<file path="config.mk">
export PLATFORM = sky130hd
export DESIGN_NAME = audio_codec_target
export DESIGN_NICKNAME = d
export VERILOG_FILES = /design/src/rtl/audio_codec_pkg.sv /design/src/rtl/audio_codec_edge_sync.sv /design/src/rtl/audio_codec_target.sv
export SDC_FILE = /design/constraint.sdc
export NUM_CORES = 1
export LEC_CHECK = 0
export BUFFER_PORTS_ARGS = -buffer_cell sky130_fd_sc_hd__buf_2
export CELL_PAD_IN_SITES_DETAIL_PLACEMENT = 1
export CELL_PAD_IN_SITES_GLOBAL_PLACEMENT = 2
export CORE_MARGIN = 2
export CORE_UTILIZATION = 40
export DETAILED_ROUTE_END_ITERATION = 12
export PLACE_DENSITY = 0.95
export SETUP_SLACK_MARGIN = 0.05
export SLEW_MARGIN = 20
export SYNTH_ARGS = -nofsm -noshare
export SYNTH_HDL_FRONTEND = slang
export SYNTH_SLANG_ARGS = --single-unit
</file>
<file path="constraint.sdc">
create_clock -name clk -period 8.1 [get_ports clk]
set_clock_uncertainty 0.05 [all_clocks]
set_input_delay 0 -clock clk [delete_from_list [all_inputs] [get_ports clk]]
set_output_delay 0 -clock clk [all_outputs]
set_load 0.02 [all_outputs]
</file>
<file path="src/rtl/audio_codec_pkg.sv">
// Shared constants, framer state encoding and LRCK-to-state helper for the codec-side audio target.
package audio_codec_pkg;

    localparam int unsigned SAMPLE_W_DEF = 16;

    localparam logic CH_LEFT  = 1'b1;
    localparam logic CH_RIGHT = 1'b0;

    typedef enum logic [1:0] {
        HUNT  = 2'd0,
        LEFT  = 2'd1,
        RIGHT = 2'd2
    } framer_e;

    // Channel state entered after an LRCK edge, given the new LRCK level.
    function automatic framer_e lrck_state(input logic lrck);
        framer_e s;
        s = HUNT;
        if (lrck == CH_LEFT)  s = LEFT;
        if (lrck == CH_RIGHT) s = RIGHT;
        return s;
    endfunction

endpackage

</file>
<file path="src/rtl/audio_codec_edge_sync.sv">
// Oversampling synchronizer for one codec pin: SYNC_STAGES flops plus a history flop
// for edge detection. The edge pulses are combinational from flops (_c).
module audio_codec_edge_sync #(
    parameter int unsigned SYNC_STAGES = 2
) (
    input  logic clk,
    input  logic reset,
    input  logic pin_i,
    output logic sync_o,
    output logic rise_c,
    output logic fall_c
);

    logic [SYNC_STAGES-1:0] sync_q;
    logic                   hist_q;

    always_ff @(posedge clk or posedge reset) begin
        if (reset) begin
            sync_q <= '0;
            hist_q <= 1'b0;
        end else begin
            sync_q <= {sync_q[SYNC_STAGES-2:0], pin_i};
            hist_q <= sync_q[SYNC_STAGES-1];
        end
    end

    assign sync_o = sync_q[SYNC_STAGES-1];
    assign rise_c = sync_q[SYNC_STAGES-1] & ~hist_q;
    assign fall_c = ~sync_q[SYNC_STAGES-1] & hist_q;

endmodule

</file>
<file path="src/rtl/audio_codec_target.sv">
// Codec-side audio target: deserializes DACDAT into left/right pairs and serializes
// ADC pairs onto ADCDAT, left-justified MSB-first, all in the local clk domain.
module audio_codec_target
    import audio_codec_pkg::*;
#(
    parameter int unsigned SAMPLE_W    = SAMPLE_W_DEF,
    parameter int unsigned SYNC_STAGES = 2
) (
    input  logic                clk,
    input  logic                reset,
    input  logic                AUD_BCLK,
    input  logic                AUD_DACLRCK,
    input  logic                AUD_ADCLRCK,
    input  logic                AUD_DACDAT,
    output logic                AUD_ADCDAT,
    output logic [SAMPLE_W-1:0] dac_left,
    output logic [SAMPLE_W-1:0] dac_right,
    output logic                dac_valid,
    output logic                dac_frame_err,
    input  logic [SAMPLE_W-1:0] adc_left,
    input  logic [SAMPLE_W-1:0] adc_right,
    output logic                adc_load
);

    localparam int unsigned     CNT_W = $clog2(SAMPLE_W + 1);
    localparam logic [CNT_W-1:0] FULL = CNT_W'(SAMPLE_W);

    logic bclk_rise, bclk_fall, dlr_rise, dlr_fall, alr_rise, alr_fall, dat_sync;
    logic unused_bclk_lvl, unused_dlr_lvl, unused_alr_lvl, unused_dat_rise, unused_dat_fall;

    audio_codec_edge_sync #(.SYNC_STAGES(SYNC_STAGES)) u_sync_bclk (
        .clk(clk), .reset(reset), .pin_i(AUD_BCLK),
        .sync_o(unused_bclk_lvl), .rise_c(bclk_rise), .fall_c(bclk_fall)
    );
    audio_codec_edge_sync #(.SYNC_STAGES(SYNC_STAGES)) u_sync_daclrck (
        .clk(clk), .reset(reset), .pin_i(AUD_DACLRCK),
        .sync_o(unused_dlr_lvl), .rise_c(dlr_rise), .fall_c(dlr_fall)
    );
    audio_codec_edge_sync #(.SYNC_STAGES(SYNC_STAGES)) u_sync_adclrck (
        .clk(clk), .reset(reset), .pin_i(AUD_ADCLRCK),
        .sync_o(unused_alr_lvl), .rise_c(alr_rise), .fall_c(alr_fall)
    );
    // Same depth as BCLK so the sampled data bit lines up with the detected rising edge.
    audio_codec_edge_sync #(.SYNC_STAGES(SYNC_STAGES)) u_sync_dacdat (
        .clk(clk), .reset(reset), .pin_i(AUD_DACDAT),
        .sync_o(dat_sync), .rise_c(unused_dat_rise), .fall_c(unused_dat_fall)
    );

    framer_e               dac_state_q, dac_state_d;
    logic [SAMPLE_W-1:0]   dac_sr_q, dac_sr_d;
    logic [SAMPLE_W-1:0]   dac_hold_q, dac_hold_d;
    logic [SAMPLE_W-1:0]   dac_left_q, dac_left_d;
    logic [SAMPLE_W-1:0]   dac_right_q, dac_right_d;
    logic [CNT_W-1:0]      dac_cnt_q, dac_cnt_d;
    logic                  dac_lok_q, dac_lok_d;
    logic                  dac_valid_q, dac_valid_d;
    logic                  dac_err_q, dac_err_d;

    // DAC framer: LRCK edge clears the word first, so a coincident BCLK rise becomes bit 0.
    always_comb begin
        dac_state_d = dac_state_q;
        dac_sr_d    = dac_sr_q;
        dac_hold_d  = dac_hold_q;
        dac_left_d  = dac_left_q;
        dac_right_d = dac_right_q;
        dac_cnt_d   = dac_cnt_q;
        dac_lok_d   = dac_lok_q;
        dac_valid_d = 1'b0;
        dac_err_d   = 1'b0;
        if ((dlr_rise || dlr_fall) && (dac_state_q != HUNT || dlr_rise)) begin
            if (dac_state_q != HUNT && dac_cnt_q != '0 && dac_cnt_q < FULL) begin
                dac_err_d = 1'b1;
            end
            dac_state_d = lrck_state(dlr_rise);
            dac_sr_d    = '0;
            dac_cnt_d   = '0;
            if (dlr_rise) dac_lok_d = 1'b0;
        end
        if (bclk_rise && dac_state_d != HUNT && dac_cnt_d < FULL) begin
            dac_sr_d  = {dac_sr_d[SAMPLE_W-2:0], dat_sync};
            dac_cnt_d = dac_cnt_d + CNT_W'(1);
            if (dac_cnt_d == FULL) begin
                if (dac_state_d == LEFT) begin
                    dac_hold_d = dac_sr_d;
                    dac_lok_d  = 1'b1;
                end else if (dac_lok_d) begin
                    dac_left_d  = dac_hold_q;
                    dac_right_d = dac_sr_d;
                    dac_valid_d = 1'b1;
                    dac_lok_d   = 1'b0;
                end
            end
        end
    end

    always_ff @(posedge clk or posedge reset) begin
        if (reset) begin
            dac_state_q <= HUNT;
            dac_sr_q    <= '0;
            dac_hold_q  <= '0;
            dac_left_q  <= '0;
            dac_right_q <= '0;
            dac_cnt_q   <= '0;
            dac_lok_q   <= 1'b0;
            dac_valid_q <= 1'b0;
            dac_err_q   <= 1'b0;
        end else begin
            dac_state_q <= dac_state_d;
            dac_sr_q    <= dac_sr_d;
            dac_hold_q  <= dac_hold_d;
            dac_left_q  <= dac_left_d;
            dac_right_q <= dac_right_d;
            dac_cnt_q   <= dac_cnt_d;
            dac_lok_q   <= dac_lok_d;
            dac_valid_q <= dac_valid_d;
            dac_err_q   <= dac_err_d;
        end
    end

    framer_e             adc_state_q, adc_state_d;
    logic [SAMPLE_W-1:0] adc_sr_q, adc_sr_d;
    logic [SAMPLE_W-1:0] adc_tmp_q, adc_tmp_d;
    logic                adc_load_q, adc_load_d;

    // ADC framer: an LRCK load takes priority over a coincident BCLK-falling shift.
    always_comb begin
        adc_state_d = adc_state_q;
        adc_sr_d    = adc_sr_q;
        adc_tmp_d   = adc_tmp_q;
        adc_load_d  = 1'b0;
        if (alr_rise) begin
            adc_state_d = lrck_state(CH_LEFT);
            adc_tmp_d   = adc_right;
            adc_sr_d    = adc_left;
            adc_load_d  = 1'b1;
        end else if (alr_fall && adc_state_q != HUNT) begin
            adc_state_d = lrck_state(CH_RIGHT);
            adc_sr_d    = adc_tmp_q;
        end else if (bclk_fall) begin
            adc_sr_d = {adc_sr_q[SAMPLE_W-2:0], 1'b0};
        end
    end

    always_ff @(posedge clk or posedge reset) begin
        if (reset) begin
            adc_state_q <= HUNT;
            adc_sr_q    <= '0;
            adc_tmp_q   <= '0;
            adc_load_q  <= 1'b0;
        end else begin
            adc_state_q <= adc_state_d;
            adc_sr_q    <= adc_sr_d;
            adc_tmp_q   <= adc_tmp_d;
            adc_load_q  <= adc_load_d;
        end
    end

    assign AUD_ADCDAT    = adc_sr_q[SAMPLE_W-1];
    assign dac_left      = dac_left_q;
    assign dac_right     = dac_right_q;
    assign dac_valid     = dac_valid_q;
    assign dac_frame_err = dac_err_q;
    assign adc_load      = adc_load_q;

endmodule

</file>
* Word-level counts from Yosys, hierarchy flattened
Index checks and enable logic that the tools add are counted.
** Storage, ports and cells
- Bits in registers :: 119
- Input bits :: 38
- Output and inout port bits :: 36
** Operators by class
- Add/sub/neg operators :: 1
- Magnitude comparators :: 2
- Equality and inequality tests :: 2
- Muxes and demuxes :: 23
- Bitwise logic cells :: 13
- Reductions and logical operators :: 16
** Operator list (number)
- $mux 16 :: 3
- $mux 15 :: 2
- $mux 1 :: 12
- $lt 5x5->1 const B :: 2
- $mux 5 :: 2
- $mux 2 :: 4
- $reduce_bool 2->1 :: 4
- $not 1->1 :: 7
- $and 1x1->1 :: 6
- $logic_and 1x1->1 :: 6
- $add 5x1->5 const B :: 1
- $eq 5x5->1 const B :: 1
- $reduce_bool 5->1 :: 1
- $reduce_and 4->1 :: 1
- $reduce_and 3->1 :: 1
- $reduce_bool 3->1 :: 1
- $eq 2x1->1 const B :: 1
- $logic_or 1x1->1 :: 2

* Depth between registers and ports, before layout
- Depth in word-level cells :: 9
- Depth in mapped cells :: 8
- Gate-level depth less buffers :: 6

* Cells and area by module
From an unflattened synthesis, not the netlist that was laid out.
** Second synthesis, totals
- Cell total of the unflattened synthesis :: 403
- Area total of the unflattened synthesis :: 4957.3 µm²
** By module, submodules not included
- audio_codec_target :: instances 1, cells each 379, area each 4581.9 µm²
- audio_codec_edge_sync :: instances 4, cells each 6, area each 93.8 µm²

* Worst setup path after synthesis
Ideal clock, no wire load.
- Path type :: flip-flop to flip-flop
- Start :: reg u_sync_daclrck.sync_q[1]
- End :: reg dac_right_q[0], in the netlist dac_right[0]
- Arrival :: 1.945 ns
- Data required time :: 7.922 ns
- Path slack :: 5.977 ns
- Stages on the path, launching flop included :: 8
- Buffers on the path :: 2
- Clock period less this slack :: 2.123 ns
- Path through :: dfrtp_1 -> ha_1 -> buf_6 -> and2b_1 -> o211ai_2 -> nor3_4 -> buf_4 -> mux2_1
** Between the ends
- Longest elaborated chain between the ends :: 9
** RTL lines
- start: declaration :: line audio_codec_edge_sync.sv:14 : logic [SYNC_STAGES-1:0] sync_q;
- start signal: assignment :: line audio_codec_edge_sync.sv:22 : sync_q <= {sync_q[SYNC_STAGES-2:0], pin_i};
- parallel branches: the longest is 8 deep, another holds $add 5x1->5
- $reduce_and 4->1 (no line) *
- end signal: assignment :: line audio_codec_target.sv:112 : dac_right_q <= dac_right_d;
- end: declaration :: line audio_codec_target.sv:53 : logic [SAMPLE_W-1:0] dac_right_q, dac_right_d;
Every way passes the cells marked *.
A chain may end at the register's enable or synchronous reset.

* Worst setup path in the final report
- Start :: reg u_sync_adclrck.sync_q[1]
- End :: reg adc_sr_q[14]
** Between the ends
- Longest elaborated chain between the ends :: 5
** RTL lines
- start: declaration :: line audio_codec_edge_sync.sv:14
- start signal: assignment :: line audio_codec_edge_sync.sv:22
- $not 1->1 :: line audio_codec_edge_sync.sv:29 : assign fall_c = ~sync_q[SYNC_STAGES-1] & hist_q;
- $and 1x1->1 :: line audio_codec_edge_sync.sv:29
- $logic_and 1x1->1 :: line audio_codec_target.sv:136 : end else if (alr_fall && adc_state_q != HUNT) begin
- $mux 16 :: line audio_codec_target.sv:136
- $mux 16 :: line audio_codec_target.sv:131 : if (alr_rise) begin
- end signal: assignment :: line audio_codec_target.sv:152 : adc_sr_q <= adc_sr_d;
- end: declaration :: line audio_codec_target.sv:121 : logic [SAMPLE_W-1:0] adc_sr_q, adc_sr_d;
Parallel ways exist; a longest one is shown, timed or not.

==> impl_metrics.yaml <==
status:
  status: "finished, final reports clean"
finish:
  layout.nets: 595
  n_antenna_cell: 0
  area_growth_pct: 29.00
  drive_gt1_share_pct: 28.35
  post-route-util_pct: 52.23
yosys:
  synthFlopType: "dfrtp_1"
  synth.distinct_cells: 45
  ys_seq_area_share_pct: 59.00
  synth_area_um2: 5047
  synth_top_cell_by_area: "dfrtp_1"
  ys_async_sr_fraction_pct: 100.0
  avgSynthCellArea_um2: 11.32
  yosys_warnings: 0
  post-synth-top-area-fraction_pct: 59.00
  synth_nets: 485
  synth-seq-cells: 119
  synth.area.top_cells: "dfrtp_1 59%, mux2_2 6.7%, nand2_1 5.9%, mux2i_1 4.2%, o22ai_1 3.3%"
  synth_edf_count: 0
  syn_inst: 446
floorplanning:
  die_y_um: 116.3
  io_pins: 74
  rows: 41
  fp.coreArea_um2: 12470
  fp.dieW_um: 116.3
  start_util_pct: 40.49
  design.die.area_um2: 13530
min_path:
  hold_depth: 4
  min_path_type: "in2reg"
  hold_path_startpoint: "adc_left[14]"
  hold_path_end: "adc_sr_q[14]"
sta:
  layout_setup_ws_ps: 5409
  setup_tns_ps: 0
  min_period_ps: 2691
  hold_viol: 0
  setup_viol: 0
  fin_crit_sh_pct: 33.22
  rsz0062_at_grt: "no"
  max_slew_margin_pct: 36.66
  worstMarginPinSlew_ps: 946.6
  fmax_mhz: 371.6
  hold-worst-slack_ps: 13.76
  drv_slew: 0
clocking:
  ctsRootBufferMaster: "clkbuf_16"
  clk_path_buf_depth: 2
  cts_tree: "yes"
  clkSlewWorstSetupHoldPaths_ps: 50
  clock-sinks: 119
  insertion_delay_ps: 410
  numCtsBuffers: 17
  h-tree-depth: 4
  postCtsResizedCells: 0
  cts_setup_buffers: 0
setup_path:
  startpoint_type: "flop"
  end_kind: "flop"
  r2r_end: "adc_sr_q[14]"
  path_class: "reg2reg"
  worstPathArrival_ps: 2950
  rr_worst_depth: 5
  crit_path_max_fanout: 31
  rrSetupSlack_ps: 5410
  critPathRequiredTime_ps: 8350
  r2r_start: "u_sync_adclrck.sync_q[1]"
power:
  ir_worst_vdd_uv: 141.7
  p_comb_share_pct: 10.2
  clock_power_share_pct: 47.5
  p_seq_share_pct: 42.3
  total_power_mw: 1.583
  p_int_mw: 1.201
  powerDensity_nw_per_um2: 243.1
  p_sw_uw: 381.8
  switching_share_pct: 24.12
  p_leak_nw: 3.260
grt:
  track_usage_pct: 19.47
  grt_pass1_wl_um: 20130
  antenna_found_initial: 0
  gr-total-overflow: 0
  grt_pass1_vias: 4064
  grt_start_max_net_pins: 66
placed_design:
  place_ws_ps: 5475
  hpwl_um: 7540
  finalWeightedCongestion: 0.7575
  placement.io_buffers: 73
route:
  wl_um: 12320
  wl_per_cell_um: 16.65
  drtPass1Iterations: 4
  drcViolationCount: 0
  vias_per_cell: 5.077
  vias: 3757
  ant_nets: 0
  drtIter0Drc: 173
flow_run:
  cap_violations: 0
[flip-flops by register name (all words and copies together) (netlist names), 2 cells and up]
signal,flops
dac_right,16
u_sync_dacdat.sync_q,2
adc_state_q,2
u_sync_adclrck.sync_q,2
u_sync_daclrck.sync_q,2
adc_tmp_q,16
adc_sr_q,16
dac_hold_q,16
dac_sr_q,15
dac_state_q,2
dac_left,16
dac_cnt_q,5
u_sync_bclk.sync_q,2
[cells in the mapped netlist (3+ instances only)]
cell type / instances
dfrtp_1: 119
nand2_1: 79
mux2_2: 30
o22ai_1: 27
o21ai_0: 25
mux2i_1: 21
nor2_1: 20
a21o_1: 15
clkbuf_1: 15
or2_2: 15
inv_1: 13
and2_1: 10
mux2_1: 6
a211oi_1: 3
a21oi_1: 3
buf_2: 3
buf_4: 3
nor2b_1: 3
o21a_1: 3
o32ai_1: 3
[power groups by stage]
stage	clock [mW]	sequential [mW]	combinational (mW)
finish	0.752	0.669	0.162
detailed placement	0	0.677	0.149
floorplan	0	0.668	0.109
global placement	0	0.675	0.142
global route	0.790	0.674	0.181
CTS	0.766	0.668	0.163
[what timing repair did]
| action | in CTS | in global routing |
|---|---|---|
| hold buffers | 35 | 0 |
| hold endpoints to repair | 88 | 0 |
| setup endpoints to repair | 0 | 0 |
[stage by stage]
step | area, um2 | std cells
floorplan | 5047 | 446
global placement | 5569 | 674
detailed placement | 5569 | 674
CTS | 6509 | 740
global route | 6511 | 740
finish | 6511 | 740
[kinds of logic (layout without fill, tap and decap cells)]
group / Yosys count / count (layout) / synth area share, %
compound gates: 86 / 86 / 11.50
buf+inv: 39 / 161 / 3.495
mux: 57 / 57 / 12.20
simple gates: 142 / 142 / 13.19
fa+ha+maj: 2 / 2 / 0.4462
xor+xnor: 1 / 1 / 0.1736
flops: 119 / 119 / 59.00
[routing by layer]
| metal | part of all wire [%] | routed length [um] | GRT usage (%) | vias to the layer above |
|---|---|---|---|---|
| li1 | - | - | - | 1761 |
| met1 | 43 | 5269 | 23.25 | 1890 |
| met2 | 52 | 6429 | 34.73 | 94 |
| met3 | 3.9 | 477 | 4.411 | 12 |
| met4 | 1.2 | 146 | 6.587 | 0 |
| met5 | 0 | 0 | 0 | - |
[worst max-delay path: stages, from the launching register on]
cell and delay (ps):
dfrtp_1 790, clkinv_1 680, a221oi_2 420, buf_4 360, a211oi_1 90, a21o_1 190
[final cells by class]
type | instances | area, um2
clock buffer | 22 | 464.2
clock inverter | 9 | 125.1
fill | 1326 | 5954
inverter | 15 | 58.81
multi-input combinational | 288 | 1902
sequential | 119 | 2978
tap | 172 | 215.2
timing repair buffer | 115 | 768.2
[worst max path at each step]
stage | slack [ps] | end | depth (start not counted) | from
3_3_place_gp | 5540 | adc_sr_q[15] | 5 | u_sync_adclrck.sync_q[1]
6_report | 5410 | adc_sr_q[14] | 5 | u_sync_adclrck.sync_q[1]
2_1_floorplan | 4890 | adc_load | 1 | reset
4_1_cts | 5400 | adc_sr_q[14] | 6 | u_sync_adclrck.hist_q
5_1_grt | 5180 | adc_sr_q[13] | 6 | u_sync_adclrck.hist_q
3_5_place_dp | 5480 | adc_sr_q[13] | 5 | u_sync_adclrck.sync_q[1]
[cells in the final DEF (no fill, tap or decap), types with 4 or more instances in the layout]
cell           count
clkbuf_16         17
dlygate4sd3_1     35
buf_2             73
mux2_2            30
mux2i_1           21
nor2_1            19
dfrtp_1          119
a21o_1            15
o22ai_1           27
o21ai_0           24
and2_1            10
or2_2             15
nand2_1           79
clkinv_2           4
buf_4              7
mux2_1             6
inv_1             12
Note: power is estimated with default switching activity, not from simulation.
